File: src/rtl/trap_pkg.sv
// trap_pkg: shared constants for the machine-mode trap controller.
// Holds FSM state codes, cause codes, CSR addresses and mstatus bit positions.
package trap_pkg;

  localparam int unsigned XLEN = 32;

  // Sequencer states
  typedef logic [1:0] state_t;
  localparam state_t StIdle     = 2'd0;
  localparam state_t StFlush    = 2'd1;
  localparam state_t StRedirect = 2'd2;

  // Exception cause codes
  localparam logic [3:0] CodeIllegal          = 4'd2;
  localparam logic [3:0] CodeInstrMisaligned  = 4'd0;
  localparam logic [3:0] CodeEcall            = 4'd11;
  localparam logic [3:0] CodeStoreMisaligned  = 4'd6;
  localparam logic [3:0] CodeLoadMisaligned   = 4'd4;

  // Interrupt cause codes (also their bit positions in mie/mip)
  localparam logic [3:0] CodeIrqSoftware = 4'd3;
  localparam logic [3:0] CodeIrqTimer    = 4'd7;
  localparam logic [3:0] CodeIrqExternal = 4'd11;

  // CSR addresses
  localparam logic [11:0] CsrMstatus = 12'h300;
  localparam logic [11:0] CsrMie     = 12'h304;
  localparam logic [11:0] CsrMtvec   = 12'h305;
  localparam logic [11:0] CsrMepc    = 12'h341;
  localparam logic [11:0] CsrMcause  = 12'h342;
  localparam logic [11:0] CsrMip     = 12'h344;

  // mstatus bit positions
  localparam int unsigned MstatusMieBit  = 3;
  localparam int unsigned MstatusMpieBit = 7;

  // Only the three machine interrupt enables are implemented
  localparam logic [XLEN-1:0] MieWriteMask = 32'h0000_0888;

  // Trap target: BASE, or BASE + 4*code for interrupts when mtvec.MODE=1.
  // MODE bit 0 is held at zero when vectoring is not built in.
  function automatic logic [XLEN-1:0] trap_target(input logic [XLEN-1:0] mtvec,
                                                   input logic            is_irq,
                                                   input logic [3:0]      code);
    logic [XLEN-1:0] base;
    base = {mtvec[XLEN-1:2], 2'b00};
    if (mtvec[0] && is_irq) begin
      return base + {{(XLEN-6){1'b0}}, code, 2'b00};
    end
    return base;
  endfunction

endpackage

File: src/rtl/trap_cause_encoder.sv
// trap_cause_encoder: fixed-priority selection of the trap cause.
// Any exception beats any interrupt; interrupt inputs are already masked.
module trap_cause_encoder
  import trap_pkg::*;
(
  input  logic       exc_illegal_i,
  input  logic       exc_instr_misaligned_i,
  input  logic       exc_ecall_i,
  input  logic       exc_store_misaligned_i,
  input  logic       exc_load_misaligned_i,
  input  logic       irq_software_i,
  input  logic       irq_timer_i,
  input  logic       irq_external_i,
  output logic       valid_o,
  output logic       is_interrupt_o,
  output logic [3:0] code_o
);

  // Priority chain: exceptions first, then external > software > timer
  always_comb begin
    valid_o        = 1'b1;
    is_interrupt_o = 1'b0;
    code_o         = 4'd0;
    if (exc_illegal_i) begin
      code_o = CodeIllegal;
    end else if (exc_instr_misaligned_i) begin
      code_o = CodeInstrMisaligned;
    end else if (exc_ecall_i) begin
      code_o = CodeEcall;
    end else if (exc_store_misaligned_i) begin
      code_o = CodeStoreMisaligned;
    end else if (exc_load_misaligned_i) begin
      code_o = CodeLoadMisaligned;
    end else if (irq_external_i) begin
      is_interrupt_o = 1'b1;
      code_o         = CodeIrqExternal;
    end else if (irq_software_i) begin
      is_interrupt_o = 1'b1;
      code_o         = CodeIrqSoftware;
    end else if (irq_timer_i) begin
      is_interrupt_o = 1'b1;
      code_o         = CodeIrqTimer;
    end else begin
      valid_o = 1'b0;
    end
  end

endmodule

File: src/rtl/trap_controller.sv
// trap_controller: machine-mode trap sequencer.
// Owns mstatus.MIE/MPIE, mie, mtvec, mepc, mcause; runs IDLE -> FLUSH -> REDIRECT
// on trap entry or mret. Define VECTORED_INTERRUPT_EN to make mtvec.MODE writable
// (0/1) so interrupts vector to BASE + 4*code; otherwise MODE reads 0.
module trap_controller
  import trap_pkg::*;
(
  input  logic            clk_i,
  input  logic            rst_i,
  input  logic            instr_valid_i,
  input  logic            mem_stall_i,
  input  logic [XLEN-1:0] trap_pc_i,
  input  logic            exc_illegal_i,
  input  logic            exc_instr_misaligned_i,
  input  logic            exc_ecall_i,
  input  logic            exc_store_misaligned_i,
  input  logic            exc_load_misaligned_i,
  input  logic            irq_software_i,
  input  logic            irq_timer_i,
  input  logic            irq_external_i,
  input  logic            mret_i,
  input  logic            csr_we_i,
  input  logic [11:0]     csr_addr_i,
  input  logic [XLEN-1:0] csr_wdata_i,
  output logic [XLEN-1:0] csr_rdata_o,
  output logic            flush_o,
  output logic            stall_o,
  output logic            redirect_valid_o,
  output logic [XLEN-1:0] redirect_pc_o,
  input  logic            redirect_ready_i
);

  state_t          state_q, state_d;
  logic            mstatus_mie_q, mstatus_mie_d;
  logic            mstatus_mpie_q, mstatus_mpie_d;
  logic [XLEN-1:0] mie_q, mie_d;
  logic [XLEN-1:0] mtvec_q, mtvec_d;
  logic [XLEN-1:0] mepc_q, mepc_d;
  logic [XLEN-1:0] mcause_q, mcause_d;
  logic [XLEN-1:0] target_q, target_d;

  logic            is_idle, recognize, take_trap, take_mret, seq_take, csr_wr;
  logic            cause_valid, cause_is_irq;
  logic [3:0]      cause_code;
  logic [XLEN-1:0] mip, mtvec_wdata;

  assign is_idle   = (state_q == StIdle);
  assign recognize = is_idle & instr_valid_i & ~mem_stall_i;
  assign take_trap = recognize & cause_valid;
  // A trap in the same cycle suppresses mret
  assign take_mret = recognize & mret_i & ~cause_valid;
  assign seq_take  = take_trap | take_mret;
  assign csr_wr    = is_idle & csr_we_i;

  assign mip = {20'b0, irq_external_i, 3'b0, irq_timer_i, 3'b0, irq_software_i, 3'b0};

`ifdef VECTORED_INTERRUPT_EN
  assign mtvec_wdata = {csr_wdata_i[XLEN-1:2], 1'b0, csr_wdata_i[0]};
`else
  assign mtvec_wdata = {csr_wdata_i[XLEN-1:2], 2'b00};
`endif

  trap_cause_encoder u_cause (
    .exc_illegal_i          (exc_illegal_i),
    .exc_instr_misaligned_i (exc_instr_misaligned_i),
    .exc_ecall_i            (exc_ecall_i),
    .exc_store_misaligned_i (exc_store_misaligned_i),
    .exc_load_misaligned_i  (exc_load_misaligned_i),
    .irq_software_i         (mstatus_mie_q & mie_q[CodeIrqSoftware] & irq_software_i),
    .irq_timer_i            (mstatus_mie_q & mie_q[CodeIrqTimer] & irq_timer_i),
    .irq_external_i         (mstatus_mie_q & mie_q[CodeIrqExternal] & irq_external_i),
    .valid_o                (cause_valid),
    .is_interrupt_o         (cause_is_irq),
    .code_o                 (cause_code)
  );

  // Sequencer next state
  always_comb begin
    state_d = state_q;
    unique case (state_q)
      StIdle:     if (seq_take) state_d = StFlush;
      StFlush:    state_d = StRedirect;
      StRedirect: if (redirect_ready_i) state_d = StIdle;
      default:    state_d = StIdle;
    endcase
  end

  // CSR next state: software writes first, trap/mret updates override them
  always_comb begin
    mstatus_mie_d  = mstatus_mie_q;
    mstatus_mpie_d = mstatus_mpie_q;
    mie_d          = mie_q;
    mtvec_d        = mtvec_q;
    mepc_d         = mepc_q;
    mcause_d       = mcause_q;
    target_d       = target_q;

    if (csr_wr) begin
      case (csr_addr_i)
        CsrMstatus: begin
          if (!seq_take) begin
            mstatus_mie_d  = csr_wdata_i[MstatusMieBit];
            mstatus_mpie_d = csr_wdata_i[MstatusMpieBit];
          end
        end
        CsrMie:    mie_d   = csr_wdata_i & MieWriteMask;
        CsrMtvec:  mtvec_d = mtvec_wdata;
        CsrMepc:   if (!seq_take) mepc_d = {csr_wdata_i[XLEN-1:2], 2'b00};
        CsrMcause: if (!seq_take) mcause_d = csr_wdata_i;
        default:   ;
      endcase
    end

    if (take_trap) begin
      mepc_d         = {trap_pc_i[XLEN-1:2], 2'b00};
      mcause_d       = {cause_is_irq, {(XLEN-5){1'b0}}, cause_code};
      mstatus_mpie_d = mstatus_mie_q;
      mstatus_mie_d  = 1'b0;
      target_d       = trap_target(mtvec_q, cause_is_irq, cause_code);
    end else if (take_mret) begin
      mstatus_mie_d  = mstatus_mpie_q;
      mstatus_mpie_d = 1'b1;
      target_d       = mepc_q;
    end
  end

  // State and CSR registers, synchronous active-low reset
  always_ff @(posedge clk_i) begin
    if (!rst_i) begin
      state_q        <= StIdle;
      mstatus_mie_q  <= 1'b0;
      mstatus_mpie_q <= 1'b0;
      mie_q          <= '0;
      mtvec_q        <= '0;
      mepc_q         <= '0;
      mcause_q       <= '0;
      target_q       <= '0;
    end else begin
      state_q        <= state_d;
      mstatus_mie_q  <= mstatus_mie_d;
      mstatus_mpie_q <= mstatus_mpie_d;
      mie_q          <= mie_d;
      mtvec_q        <= mtvec_d;
      mepc_q         <= mepc_d;
      mcause_q       <= mcause_d;
      target_q       <= target_d;
    end
  end

  // Combinational CSR read; unmapped addresses read zero
  always_comb begin
    csr_rdata_o = '0;
    case (csr_addr_i)
      CsrMstatus: begin
        csr_rdata_o[MstatusMieBit]  = mstatus_mie_q;
        csr_rdata_o[MstatusMpieBit] = mstatus_mpie_q;
      end
      CsrMie:    csr_rdata_o = mie_q;
      CsrMtvec:  csr_rdata_o = mtvec_q;
      CsrMepc:   csr_rdata_o = mepc_q;
      CsrMcause: csr_rdata_o = mcause_q;
      CsrMip:    csr_rdata_o = mip;
      default:   csr_rdata_o = '0;
    endcase
  end

  assign flush_o          = (state_q == StFlush);
  assign stall_o          = ~is_idle;
  assign redirect_valid_o = (state_q == StRedirect);
  assign redirect_pc_o    = target_q;

endmodule

File: config.mk
export PLATFORM = sky130hd
export DESIGN_NAME = trap_controller
export DESIGN_NICKNAME = d
export VERILOG_FILES = /design/src/rtl/trap_pkg.sv /design/src/rtl/trap_cause_encoder.sv /design/src/rtl/trap_controller.sv
export SDC_FILE = /design/constraint.sdc
export NUM_CORES = 1
export LEC_CHECK = 0
export BUFFER_PORTS_ARGS = -buffer_cell sky130_fd_sc_hd__buf_4
export CORE_UTILIZATION = 55
export DETAILED_ROUTE_END_ITERATION = 8
export PLACE_DENSITY = 0.94
export REMOVE_ABC_BUFFERS = 1
export SYNTH_ARGS = -nofsm -noshare
export SYNTH_HDL_FRONTEND = slang
export SYNTH_HIERARCHICAL = 1
export SYNTH_SLANG_ARGS = --single-unit
File: constraint.sdc
create_clock -name clk_i -period 6.25 [get_ports clk_i]
set_clock_uncertainty 0.05 [all_clocks]
set_input_delay 1.25 -clock clk_i [delete_from_list [all_inputs] [get_ports clk_i]]
set_output_delay 1.25 -clock clk_i [all_outputs]
set_load 0.02 [all_outputs]
After elaboration in Yosys (flattened, before gate mapping)
Index checks and enable logic that the tools add are counted.
{ "totals": {"input_bits": 91, "output_inout_bits": 67, "mem_count": 0, "ramBits": 0, "romBits": 0, "elab_cells": 108, "reg_bits": 131, "latchBits": 0} }
{ "classes": {"n_reduce_logical": 18, "muxes": 50, "div": 0, "n_bitwise": 18, "n_addsub": 0, "multipliers": 0, "shift": 0, "n_lt_le_gt_ge": 0, "n_eq_ne": 13} }
{ "ops": {"columns": ["op", "count"], "rows": [
  ["2-to-1 mux 32 bit", 11],
  ["one-hot mux 24 bit (5 select lines)", 1],
  ["== test 12 x 10 -> 1 bit, second input constant", 6],
  ["2-to-1 mux 4 bit", 7],
  ["2-to-1 mux 1 bit", 23],
  ["one-hot mux 3 bit (3 select lines)", 2],
  ["AND reduction 3 bit", 5],
  ["bitwise AND 1 bit", 12],
  ["one-hot mux 1 bit (6 select lines)", 2],
  ["nonzero test 2 bit", 6],
  ["one-hot mux 2 bit (3 select lines)", 1],
  ["AND reduction 2 bit", 3],
  ["nonzero test 3 bit", 2],
  ["NOT 1 bit", 5],
  ["2-to-1 mux 2 bit", 2],
  ["inequality test 2 x 1 -> 1 bit, second input constant", 2],
  ["inequality test 2 bit, second input constant", 2],
  ["2-to-1 mux 3 bit", 1],
  ["inequality test 3 bit, second input constant", 1],
  ["== test 2 x 1 -> 1 bit, second input constant", 1],
  ["== test 2 bit, second input constant", 1],
  ["zero test 2 bit", 1],
  ["OR reduction 2 bit", 1],
  ["bitwise OR 1 bit", 1]
]} }

Logic depth before layout (Yosys ltp)
Gate-level depths: netlist of the first run.
{ "depth": {"word_depth": 18, "mapped_depth": 10, "depth_no_buf": 7} }

By module
The synthesis of the first run kept the hierarchy.
{ "modules_own_cells": {"columns": ["mod", "n_inst", "cells_each", "seq_area_each_um2", "area_each_um2"], "rows": [
  ["trap_controller", 1, 816, 2582.5, 6231.0],
  ["trap_cause_encoder", 1, 15, 0.0, 98.8]
]} }

Least setup slack after synthesis of the first run
Ideal clock, no wire load.
{ "synth_path": {"kind": "input to output", "from": "in csr_addr_i[7]", "to": "out csr_rdata_o[19]", "required_time_ns": 4.950, "path_slack_ns": 2.054, "cell_stages": 7, "n_path_buf": 3, "arrival_time_ns": 2.896, "cell_sequence": "or4_1 -> buf_2 -> nor4_1 -> buf_2 -> buf_2 -> nand2_1 -> nand2_1"} }
{ "synth_via": {"elab_chain_len": 2, "word_cells_on_any_way": 6, "cone_classes": "5 x eq/ne; 1 x mux"} }
{ "synth_lines": {"columns": ["element", "line", "rtl"], "rows": [
  ["start: declaration", "trap_controller.sv:23", "input logic [11:0] csr_addr_i,"],
  ["== test 12 x 10 -> 1 bit", "trap_controller.sv:153", "case (csr_addr_i)"],
  ["one-hot mux 24 bit (5 select lines) (*)", "trap_controller.sv:153", null],
  ["end: declaration", "trap_controller.sv:25", "output logic [XLEN-1:0] csr_rdata_o,"]
]} }
Mark *: on every way between the ends. The rest lies on a longest branch, timed or not.

Worst setup path after layout of the first run
{ "layout_path": {"from": "in csr_addr_i[7]", "to": "out csr_rdata_o[15]"} }
The elaborated chain is that of the path after synthesis.

==> results of run 1 <==
[power by group through the flow]
stage / registers [W] / clock network, W / logic (W)
floorplan: 0.000904 / 0 / 0.000104
global placement: 0.000891 / 0 / 0.000241
detailed placement: 0.000892 / 0 / 0.000246
CTS: 0.000875 / 0.000977 / 0.000248
global route: 0.000879 / 0.00102 / 0.000271
finish: 0.000876 / 0.000979 / 0.000252
[flip-flops by register name, summed over array words and instances, names as in the netlist]
signal,flops
mcause_q,32
mstatus_mpie_q,1
mie_q,3
mepc_q,30
redirect_pc_o,30
mstatus_mie_q,1
mtvec_q,30
state_q,2
[synthesized netlist by cell type (all sizes together) (5+ instances only)]
| cell type | n | area share |
|---|---|---|
| nor3 | 5 | 0.0040 |
| nor2 | 35 | 0.021 |
| dfxtp | 129 | 0.41 |
| a311oi | 29 | 0.040 |
| a31oi | 39 | 0.039 |
| nor2b | 6 | 0.0059 |
| buf | 30 | 0.025 |
| nand2 | 79 | 0.047 |
| a21oi | 64 | 0.051 |
| o21ai | 135 | 0.11 |
| nand3 | 126 | 0.10 |
| clkbuf | 59 | 0.035 |
| a22oi | 25 | 0.030 |
| inv | 9 | 0.0053 |
| nor4 | 8 | 0.015 |
[worst min-delay path by stage]
stage                              end  slack [ns]  cells past startpoint
after global placement    mcause_q[26]        0.41                      2
after CTS                 mcause_q[21]        0.42                      2
final                      mcause_q[7]        0.42                      2
after floorplan           mcause_q[28]        0.40                      2
after global routing       mcause_q[5]        0.45                      2
after detailed placement  mcause_q[21]        0.42                      2
[cell type report]
class | count | area (sq um) | share of cell area
multi-input combinational | 605 | 3380 | 0.421
sequential | 129 | 2580 | 0.322
timing repair buffer | 167 | 1270 | 0.158
clock buffer | 22 | 474 | 0.0591
tap | 140 | 175 | 0.0218
clock inverter | 10 | 109 | 0.0136
inverter | 9 | 33.8 | 0.00421
[placed cells by master, fill, tap and decap left out, types with 6 or more instances in the layout]
cell,Yosys,final
buf_4,5,166
nand2_1,79,78
a31oi_1,39,39
inv_1,9,8
o21ai_0,121,121
clkbuf_16,0,17
dfxtp_1,129,129
nand3_1,126,126
nor2_1,35,34
a22oi_1,25,25
nor2b_1,6,6
o21ai_1,13,13
a21oi_1,64,64
a311oi_1,29,29
[worst max-delay path, delay by kind of cell]
kind	cells	cell delay [ns]
AO/OA/AOI/OAI	1	0.15
AND/OR/NAND/NOR	3	1.83
buffers and inverters	3	0.59
[cells by family (layout without fill, tap and decap cells)]
family                 Yosys count  in the layout
DFF                            129            129
other                            1              2
and+or+nand+nor                290            290
AOI/OAI and AO/OA              310            310
muxes                            3              3
buffers and inverters           98            208
[stage by stage]
| step | utilization | power, W | worst slack (ns) | area (sq um) | hold slack, ns |
|---|---|---|---|---|---|
| 2_1_floorplan | - | 0.00101 | 0.161 | 5950 | 0.399 |
| 5_1_grt | 0.727 | 0.00217 | 1.01 | 8020 | 0.449 |
| 3_5_place_dp | 0.674 | 0.00114 | 1.19 | 7440 | 0.415 |
| 3_3_place_gp | 0.674 | 0.00113 | 1.21 | 7440 | 0.407 |
| 6_report | 0.727 | 0.00211 | 1.08 | 8020 | 0.424 |
| 4_1_cts | 0.727 | 0.00210 | 1.15 | 8020 | 0.423 |
[metal layers]
| layer | vias to the layer above | GRT usage |
|---|---|---|
| met3 | 72 | 0.0693 |
| met1 | 3365 | 0.446 |
| met2 | 547 | 0.584 |
| met5 | - | 0 |
| met4 | 0 | 0.191 |
| li1 | 3257 | - |
==> summary.md, run 1 <==
| Metric | Value |
|---|---|
| Netlist Area Pre-Place | around 0.0063 sq mm |
| Die Area | 0.0119 sq mm |
| Fin. Hold Viols | 0 |
| Power Internal | between 0.0015 and 0.002 W |
| Initial Utilization | 0.574 |
| GRT Overall Usage | 0.358 |
| Share of layout cells above drive strength 1 | 0.227 |
| CTS Root Cell | clkbuf_16 |
| Worst Path Required | ~5.0 ns |
| Synth Area in XOR/XNOR | 0 |
| Vias per std cell | ~6.7 |
| Worst r2r dst | mcause_q[19] |
| Vias | 7241 |
| Site row count | 38 |
| Post-layout nets | between 1000 and 1500 |
| Max transition margin | 0.271 |
| Post-Syn Area per Cell | 7.62 sq um |
| Depth of the CTS H-tree | 4 |
| Startpoint Class | input pin |
| Remaining antenna violation count | 0 |
| Final cell count without fillers | between 1000 and 1500 |
| EDFF count, synth | 0 |
| Wire length on met2 | about 9900 microns |
| Max Used Layer | met4 |
| Crit Path Max Fanout | between 40 and 50 |
| CP most frequent cell | buf_4 |
| Initial DRT Pass Iterations | 6 |
| Grt ovf | 0 |
| P&R area growth vs syn | 26.7% |
| Met1 Wirelength | a little under 8000 microns |
| Period utilisation layout | 0.827 |
| Hold Path Class | reg -> reg |
| GP Congestion | 0.886 |
| Worst Setup SP | csr_addr_i[7] |
| Leak Pwr | ~3 nW |
| # Post-CTS Setup Buffers | 0 |
| Synth Register Bits | 129 |
| Max Clk Rate | approximately 190 MHz |
| Post-DP HPWL | between 10000 and 15000 microns |
| Initial DRC count | 986 |
| WP data arrival | around 3.9 ns |
| Post-Synth Adder-Cell Area | 0 |
| Seq/Total Area, Yosys | 0.408 |
| Crit path kind | in -> out |
| Setup_tns | 0 ns |
| Net Sw Power | 0.000544 W |
| Post-Synth Simple-Gate Area | 0.229 |
| Cts hold-fix bufs | 0 |
| Chip height | approximately 110 microns |
| Met3 wire length | around 2400 microns |
| Comb pwr share | 0.120 |
| Core area | ~0.011 sq mm |
| Pwr/cell area | ~260 mW/mm^2 |
| Clk buf depth | 2 |
| Num CTS Buffers | 17 |
| Slew @ Worst Pin | 1.09 ns |
| Filler cell count | ~900 |
| Synth async-reset ratio | 0 |
| Placed Cells | about 1100 |
| Vias in the first global route | roughly 6700 |
| YS warnings | 6 |
| R2r startpoint | mstatus_mie_q |
| Main synth FF type | dfxtp_1 |
| Switch share | 0.258 |
| Maxcap violations | 0 |
| R2R Setup Slk | between 2 and 3 ns |
| Final setup viols | 0 |
| VDD IR-drop max | roughly 0.25 mV |
| Mux cell area share after synthesis | 0.00474 |
| PostCTS Resize Cnt | 0 |
| Outcome | complete, no violations |
| Synth cell types | 51 |
| Clk network pwr share | 0.465 |
| CTS tree | built |
| Port bufs | 153 |
| IO Pins | ~160 |
| First-pass GRT wire length | ~33000 microns |
| Compound-cell area share of the yosys netlist | 0.292 |
| Hold path start | mcause_q[7] |
| Min Tclk post-route | about 5.2 ns |
| Worst Setup EP | csr_rdata_o[15] |
| Remaining DRCs | 0 |
| Synth Instances | about 830 |
| Worst setup EP type | output port |
| Diode count | 0 |
| Final Max Tran Viols | 0 |
| Initial antenna violation count | 0 |
| Average wire per standard cell | around 19 microns |
| Worst-Skew Late Latency | 0.42 ns |
| Largest family of logic cells by synthesized area | compound AO/OA/AOI/OAI gates |
| Worst-path cell chain | buf_4 > or4_1 > nor4_4 > buf_12 > a22oi_1 > nand2_1 > buf_4 |
| Largest net degree at the start of global routing | 105 |
| Crit path largest cell delay | between 0.8 and 0.9 ns |
| Routed wire length | approximately 21000 microns |
| Chip Width | about 110 microns |
| Worst r2r path cells | 7 |
| Max stage delay cell, worst path | nor4_4 |
| Reg clk slew, reported paths | 0.06 ns |
| Clock Sinks | around 130 |
| Flop pwr share | 0.416 |
| RSZ-0062 raised after global routing | no |
Note: power is estimated with default switching activity, not from simulation.
==> inputs of run 2 (changes only) <==
CORE_UTILIZATION = 48   (was 55)
PLACE_DENSITY = 0.88   (was 0.94)
clock period = 4.2 ns   (was 6.25 ns; I/O delays follow)
==> run 2 against run 1 <==
  * Routed wire length rose by 2.4%
  * Utilization decreased by 8.4 points
  * Non-clock buffer count is 10 higher
  * Flip-flop and latch count stayed put
  * Sequential share of layout area is 0.64 points lower
  * Combinational power is 53% higher
  * Die area up 14%
  * Register-to-register slack worse by 1.2 ns
  * Final cell count up 3.6%
  * Critical endpoint is now csr_rdata_o[31]
  * Largest power group unchanged
==> summary.md, run 2 (synthesized netlist as in run 1, its figures left out) <==
| Metric | Value |
|---|---|
| Startpoint Class | input pin |
| Worst setup margin | 0.428 ns (-0.652 ns) |
| Switch share | 0.250 (-0.00862) |
| Flop pwr share | 0.407 (-0.009) |
| Worst r2r dst | mepc_q[28] |
| Initial DRC count | 879 (-11%) |
| Port bufs | 153 (unchanged) |
| Area occupied by multi-input gates | 0.00338 sq mm (unchanged) |
| Crit path largest cell delay | 0.72 ns (-0.16 ns) |
| Vias in the first global route | 6881 (+2.1%) |
| Filler cell count | 1104 (+23%) |
| Final Max Tran Viols | 0 (unchanged) |
| Most frequent cells in the layout | buf_4, dfxtp_1, nand3_1, o21ai_0, nand2_1 |
| Largest register FFs | 32 (unchanged) |
| Largest net degree at the start of global routing | 63 (-40%) |
| Slew @ Worst Pin | 0.973 ns (-0.118 ns) |
| IO Pins | 158 (unchanged) |
| Total Power | 0.00320 W (+52%) |
| R2R Setup Slk | 1.40 ns (-1.17 ns) |
| Worst r2r path cells | 5 (-2) |
| Clk buf depth | 2 (unchanged) |
| Core area | 0.0127 sq mm (+15%) |
| Remaining DRCs | 0 (unchanged) |
| Vias | 7177 (-0.88%) |
| GRT Overall Usage | 0.317 (-0.0408) |
| Leak Pwr | 3.03 nW (+2.3%) |
| Die Area | 0.0137 sq mm (+14%) |
| Vias per std cell | 6.40 (-4.3%) |
| Initial Utilization | 0.498 (-0.0763) |
| Worst Setup SP | csr_addr_i[7] |
| Largest register by flop count | mcause_q |
| Worst-path cell chain | buf_4 > or4_1 > nor4_4 > buf_12 > a22oi_1 > nand2_1 > buf_4 |
| Min Tclk post-route | approximately 3.8 ns |
| Share of layout cells above drive strength 1 | 0.233 (+0.00570) |
| Clock Sinks | 129 (unchanged) |
| Worst Path Required | 3.31 ns (-1.64 ns) |
| Cts hold-fix bufs | 0 (unchanged) |
| CP most frequent cell | buf_4 |
| CTS Root Cell | clkbuf_16 |
| Placed cell area | 0.00759 sq mm (+2.1%) |
| GP Congestion | 0.918 (+3.6%) |
| # Post-CTS Setup Buffers | 0 (unchanged) |
| Pwr/cell area | 391 mW/mm^2 (+49%) |
| Comb pwr share | 0.120 (about the same) |
| Maxcap violations | 0 (unchanged) |
| Worst hold slack | 0.425 ns (+0.000727 ns) |
| Max transition margin | 0.351 (+0.0793) |
| Chip Width | 117 microns (+6.9%) |
| PostCTS Resize Cnt | 0 (unchanged) |
| Max stage delay cell, worst path | or4_1 |
| Worst-Skew Late Latency | 0.42 ns (about the same) |
| Net Sw Power | 0.000799 W (+47%) |
| WP data arrival | 2.88 ns (-0.99 ns) |
| Fin. Hold Viols | 0 (unchanged) |
| Remaining antenna violation count | 0 (unchanged) |
| Most common cell after layout, fill and taps aside | buf_4 |
| Chip height | 117 microns (+6.9%) |
| Crit Path Max Fanout | 58 (+23%) |
| Clk network pwr share | 0.472 (+0.007) |
| P&R area growth vs syn | 29.3% |
| Reg clk slew, reported paths | 0.05 ns (about the same) |
| Post-DP HPWL | 12400 microns (+5.8%) |
| Site row count | 41 (+7.9%) |
| Grt ovf | 0 (unchanged) |
| Max Clk Rate | about 270 MHz |
| Post-Layout Inst Area | 0.00818 sq mm (+2.0%) |
| Routed wire length | 21200 microns (+2.4%) |
| Depth of the CTS H-tree | 4 (unchanged) |
| Initial antenna violation count | 0 (unchanged) |
| Dpl ws | 0.450 ns (-0.739 ns) |
| Worst setup EP type | output port |
| R2r startpoint | state_q[0] |
| Worst Setup EP | csr_rdata_o[31] |
| Diode count | 0 (unchanged) |
| Post-layout nets | 1030 (+0.98%) |
| Sequential cell area | 0.00258 sq mm (unchanged) |
| Num CTS Buffers | 17 (unchanged) |
| Crit path kind | in -> out |
| Period utilisation layout | 0.898 |
| Average wire per standard cell | 19.0 microns (-1.1%) |
| Final setup viols | 0 (unchanged) |
| VDD IR-drop max | 0.296 mV (+18%) |
| First-pass GRT wire length | 33700 microns (+1.8%) |
| Outcome | complete, no violations |
| RSZ-0062 raised after global routing | no |
| Hold Path Class | reg -> reg |
| Initial DRT Pass Iterations | 9 (+3) |
| Power Internal | 0.00240 W (+54%) |
| CTS tree | built |
## run 2: area by class of cell
| class | instances | share of cell area |
|---|---|---|
| flip-flops and latches | 129 | 0.316 |
| well taps | 172 | 0.0263 |
| inverters | 9 | 0.00413 |
| clock buffers | 23 | 0.0596 |
| repair buffers | 177 | 0.169 |
| clock inverters | 6 | 0.0128 |
| multi-input cells | 605 | 0.413 |
## run 2: worst max-delay path, delay by kind of cell
family | cells | cell delay [ns]
and+or+nand+nor | 3 | 1.27
AOI/OAI and AO/OA | 1 | 0.15
buffers and inverters | 3 | 0.58
## run 2: through the flow
step / TNS [ns] / util / cells
2_1_floorplan: -85.30 / - / 743
3_3_place_gp: 0 / 0.597 / 1092
3_5_place_dp: 0 / 0.597 / 1092
4_1_cts: 0 / 0.643 / 1121
5_1_grt: 0 / 0.643 / 1121
6_report: 0 / 0.643 / 1121
## run 2: power by group through the flow
stage	logic (W)	registers [W]	clock network [W]
2_1_floorplan	0.000155	0.00135	0
3_3_place_gp	0.000369	0.00133	0
3_5_place_dp	0.000375	0.00133	0
4_1_cts	0.000378	0.00130	0.00151
5_1_grt	0.000410	0.00131	0.00157
6_report	0.000385	0.00130	0.00151
## run 2: worst min path at each step
| stage | startpoint | to | slack (ns) | depth (start not counted) |
|---|---|---|---|---|
| finish | mcause_q[23] | mcause_q[23] | 0.42 | 2 |
| global route | mcause_q[10] | mcause_q[10] | 0.44 | 2 |
| CTS | mcause_q[12] | mcause_q[12] | 0.42 | 2 |
| detailed placement | mcause_q[24] | mcause_q[24] | 0.42 | 2 |
| global placement | mcause_q[26] | mcause_q[26] | 0.41 | 2 |
| floorplan | mcause_q[28] | mcause_q[28] | 0.40 | 2 |
## run 2: metal layers
| metal | share of wire | GRT usage |
|---|---|---|
| met5 | 0 | 0 |
| met4 | 0.025 | 0.152 |
| met1 | 0.39 | 0.387 |
| met2 | 0.47 | 0.529 |
| met3 | 0.11 | 0.0736 |
==> inputs of run 3 (changes only) <==
CORE_UTILIZATION = 40   (was 48)
PLACE_DENSITY = 0.77   (was 0.88)
==> run 3 against run 2 <==
  * Sequential power about the same
  * Sequential share of layout area decreased by 0.26 points
  * Count of clock-buffer cells in the layout fell by 5
  * Largest cell class unchanged
  * Fmax fell by 2.8%
  * Combinational power is essentially flat
  * Cell area is 0.83% higher
  * Routed wire length decreased by 0.71%
  * Worst hold slack worse by 0.0011 ns
  * Largest power group unchanged
  * Flip-flop and latch count unchanged
  * Via count fell by 2.3%
  * Critical path depth did not move
  * Critical endpoint is now csr_rdata_o[20]
  * Non-clock buffer count is 2 lower
==> summary.md, run 3 (synthesized netlist as in run 1, its figures left out) <==
| Metric | Value |
|---|---|
| Pwr/cell area | 394 mW/mm^2 (+0.84%) |
| WP data arrival | 2.99 ns (+0.11 ns) |
| P&R area growth vs syn | 30.3% |
| Startpoint Class | input pin |
| Fin. Hold Viols | 0 (unchanged) |
| WP buf/inv | 3 (unchanged) |
| Port bufs | 153 (unchanged) |
| Clock Sinks | 129 (unchanged) |
| Worst setup margin | 0.318 ns (-0.110 ns) |
| Post-DP HPWL | 12700 microns (+2.3%) |
| Average wire per standard cell | 18.2 microns (-4.1%) |
| Site row count | 45 (+9.8%) |
| Most common cell after layout, fill and taps aside | buf_4 |
| Flop pwr share | 0.400 (-0.007) |
| Largest register FFs | 32 (unchanged) |
| Dpl ws | 0.360 ns (-0.0897 ns) |
| Worst hold slack | 0.423 ns (-0.00111 ns) |
| Most frequent cells in the layout | buf_4, dfxtp_1, nand3_1, o21ai_0, nand2_1 |
| Crit Path Max Fanout | 26 (-55%) |
| Maxcap violations | 0 (unchanged) |
| Vias | 7012 (-2.3%) |
| Routed wire length | 21100 microns (-0.71%) |
| Grt ovf | 0 (unchanged) |
| GRT Overall Usage | 0.261 (-0.0566) |
| Cts hold-fix bufs | 0 (unchanged) |
| Max Clk Rate | 258 MHz (-2.8%) |
| Reg clk slew, reported paths | 0.06 ns (about the same) |
| Power Internal | 0.00242 W (+0.84%) |
| Final cell count without fillers | 1161 (+3.6%) |
| Remaining antenna violation count | 0 (unchanged) |
| CTS Root Cell | clkbuf_16 |
| Max stage delay cell, worst path | or4_1 |
| CTS tree | built |
| Remaining DRCs | 0 (unchanged) |
| Outcome | complete, no violations |
| Vias per std cell | 6.04 (-5.7%) |
| Initial Utilization | 0.413 (-0.0842) |
| GP Congestion | 0.850 (-7.4%) |
| Chip Width | 128 microns (+9.4%) |
| First-pass GRT wire length | 33400 microns (-0.90%) |
| PostCTS Resize Cnt | 0 (unchanged) |
| Total Power | 0.00325 W (+1.7%) |
| Hold Path Class | reg -> reg |
| Worst setup EP type | output port |
| Initial DRC count | 855 (-2.7%) |
| Initial DRT Pass Iterations | 6 (-3) |
| Crit path largest cell delay | 0.78 ns (+0.06 ns) |
| Share of layout cells above drive strength 1 | 0.236 (+0.00291) |
| Chip height | 128 microns (+9.4%) |
| Net Sw Power | 0.000832 W (+4.2%) |
| Final setup viols | 0 (unchanged) |
| Post-layout nets | 1028 (-0.19%) |
| Clk buf depth | 2 (unchanged) |
| Diode count | 0 (unchanged) |
| Worst Path Required | 3.31 ns (about the same) |
| Initial antenna violation count | 0 (unchanged) |
| Switch share | 0.256 (+0.00611) |
| Placed Cells | 1129 (+3.4%) |
| Min Tclk post-route | 3.88 ns (+0.110 ns) |
| Slew @ Worst Pin | 0.813 ns (-0.159 ns) |
| Worst-path cell chain | buf_4 > or4_1 > nor4_4 > buf_4 > a22oi_1 > nand2_1 > buf_4 |
| Num CTS Buffers | 17 (unchanged) |
| Max transition margin | 0.456 (+0.105) |
| # Post-CTS Setup Buffers | 0 (unchanged) |
| Largest register by flop count | mcause_q |
| Period utilisation layout | 0.924 (+0.0262) |
| Leak Pwr | 3.02 nW (-0.22%) |
| CP most frequent cell | buf_4 |
| Clk network pwr share | 0.482 (+0.010) |
| Depth of the CTS H-tree | 4 (unchanged) |
| Largest net degree at the start of global routing | 75 (+19%) |
| RSZ-0062 raised after global routing | no |
| Die Area | 0.0163 sq mm (+20%) |
| Crit path kind | in -> out |
| Vias in the first global route | 6485 (-5.8%) |
| Crit path max-delay family | simple AND/OR/NAND/NOR gates |
| IO Pins | 158 (unchanged) |
| VDD IR-drop max | 0.279 mV (-5.7%) |
| Comb pwr share | 0.118 (-0.002) |
| Final Max Tran Viols | 0 (unchanged) |
| Worst-Skew Late Latency | 0.42 ns (about the same) |
| Core area | 0.0153 sq mm (+20%) |
## run 3: tightest hold or removal path: stages (launching register included)
cell and delay, ns:
dfxtp_1 0.30, o21ai_0 0.06, a21oi_1 0.06
## run 3: power by group through the flow
stage | combinational [W] | clock (W) | sequential [W]
detailed placement | 0.000377 | 0 | 0.00133
floorplan | 0.000155 | 0 | 0.00135
finish | 0.000382 | 0.00157 | 0.00130
CTS | 0.000378 | 0.00158 | 0.00130
global placement | 0.000373 | 0 | 0.00133
global route | 0.000414 | 0.00163 | 0.00131
## run 3: path summary, 6_finish.rpt
path                               startpoint         endpoint  slack [ns]  depth (start not counted)
worst max-delay path            csr_addr_i[7]  csr_rdata_o[20]        0.32                          7
worst min-delay path             mcause_q[30]     mcause_q[30]        0.42                          2
worst max register to register  mstatus_mie_q       mepc_q[20]        1.15                          8
worst min register to register   mcause_q[30]     mcause_q[30]        0.42                          2
## run 3: per-layer routing
metal	up-vias	share of wire	wire length, microns	GRT usage
met2	391	0.47	9870	0.434
met5	-	0	0	0
met1	3308	0.42	8920	0.335
met4	0	0.016	334	0.0865
li1	3282	-	-	-
met3	31	0.094	1970	0.0543
## run 3: cell type report
cell class	instances	area (sq um)
clock inverters	14	188
well taps	211	264
repair buffers	175	1360
inverters	9	33.8
clock buffers	18	439
fillers	1467	7060
multi-input cells	605	3380
flip-flops and latches	129	2580
## run 3: stage by stage
| stage | TNS (ns) | utilization | instance area, sq um |
|---|---|---|---|
| 6_report | 0 | 0.539 | 8250 |
| 3_5_place_dp | 0 | 0.498 | 7620 |
| 4_1_cts | 0 | 0.539 | 8250 |
| 3_3_place_gp | 0 | 0.498 | 7620 |
| 2_1_floorplan | -85.30 | - | 5950 |
| 5_1_grt | 0 | 0.539 | 8250 |
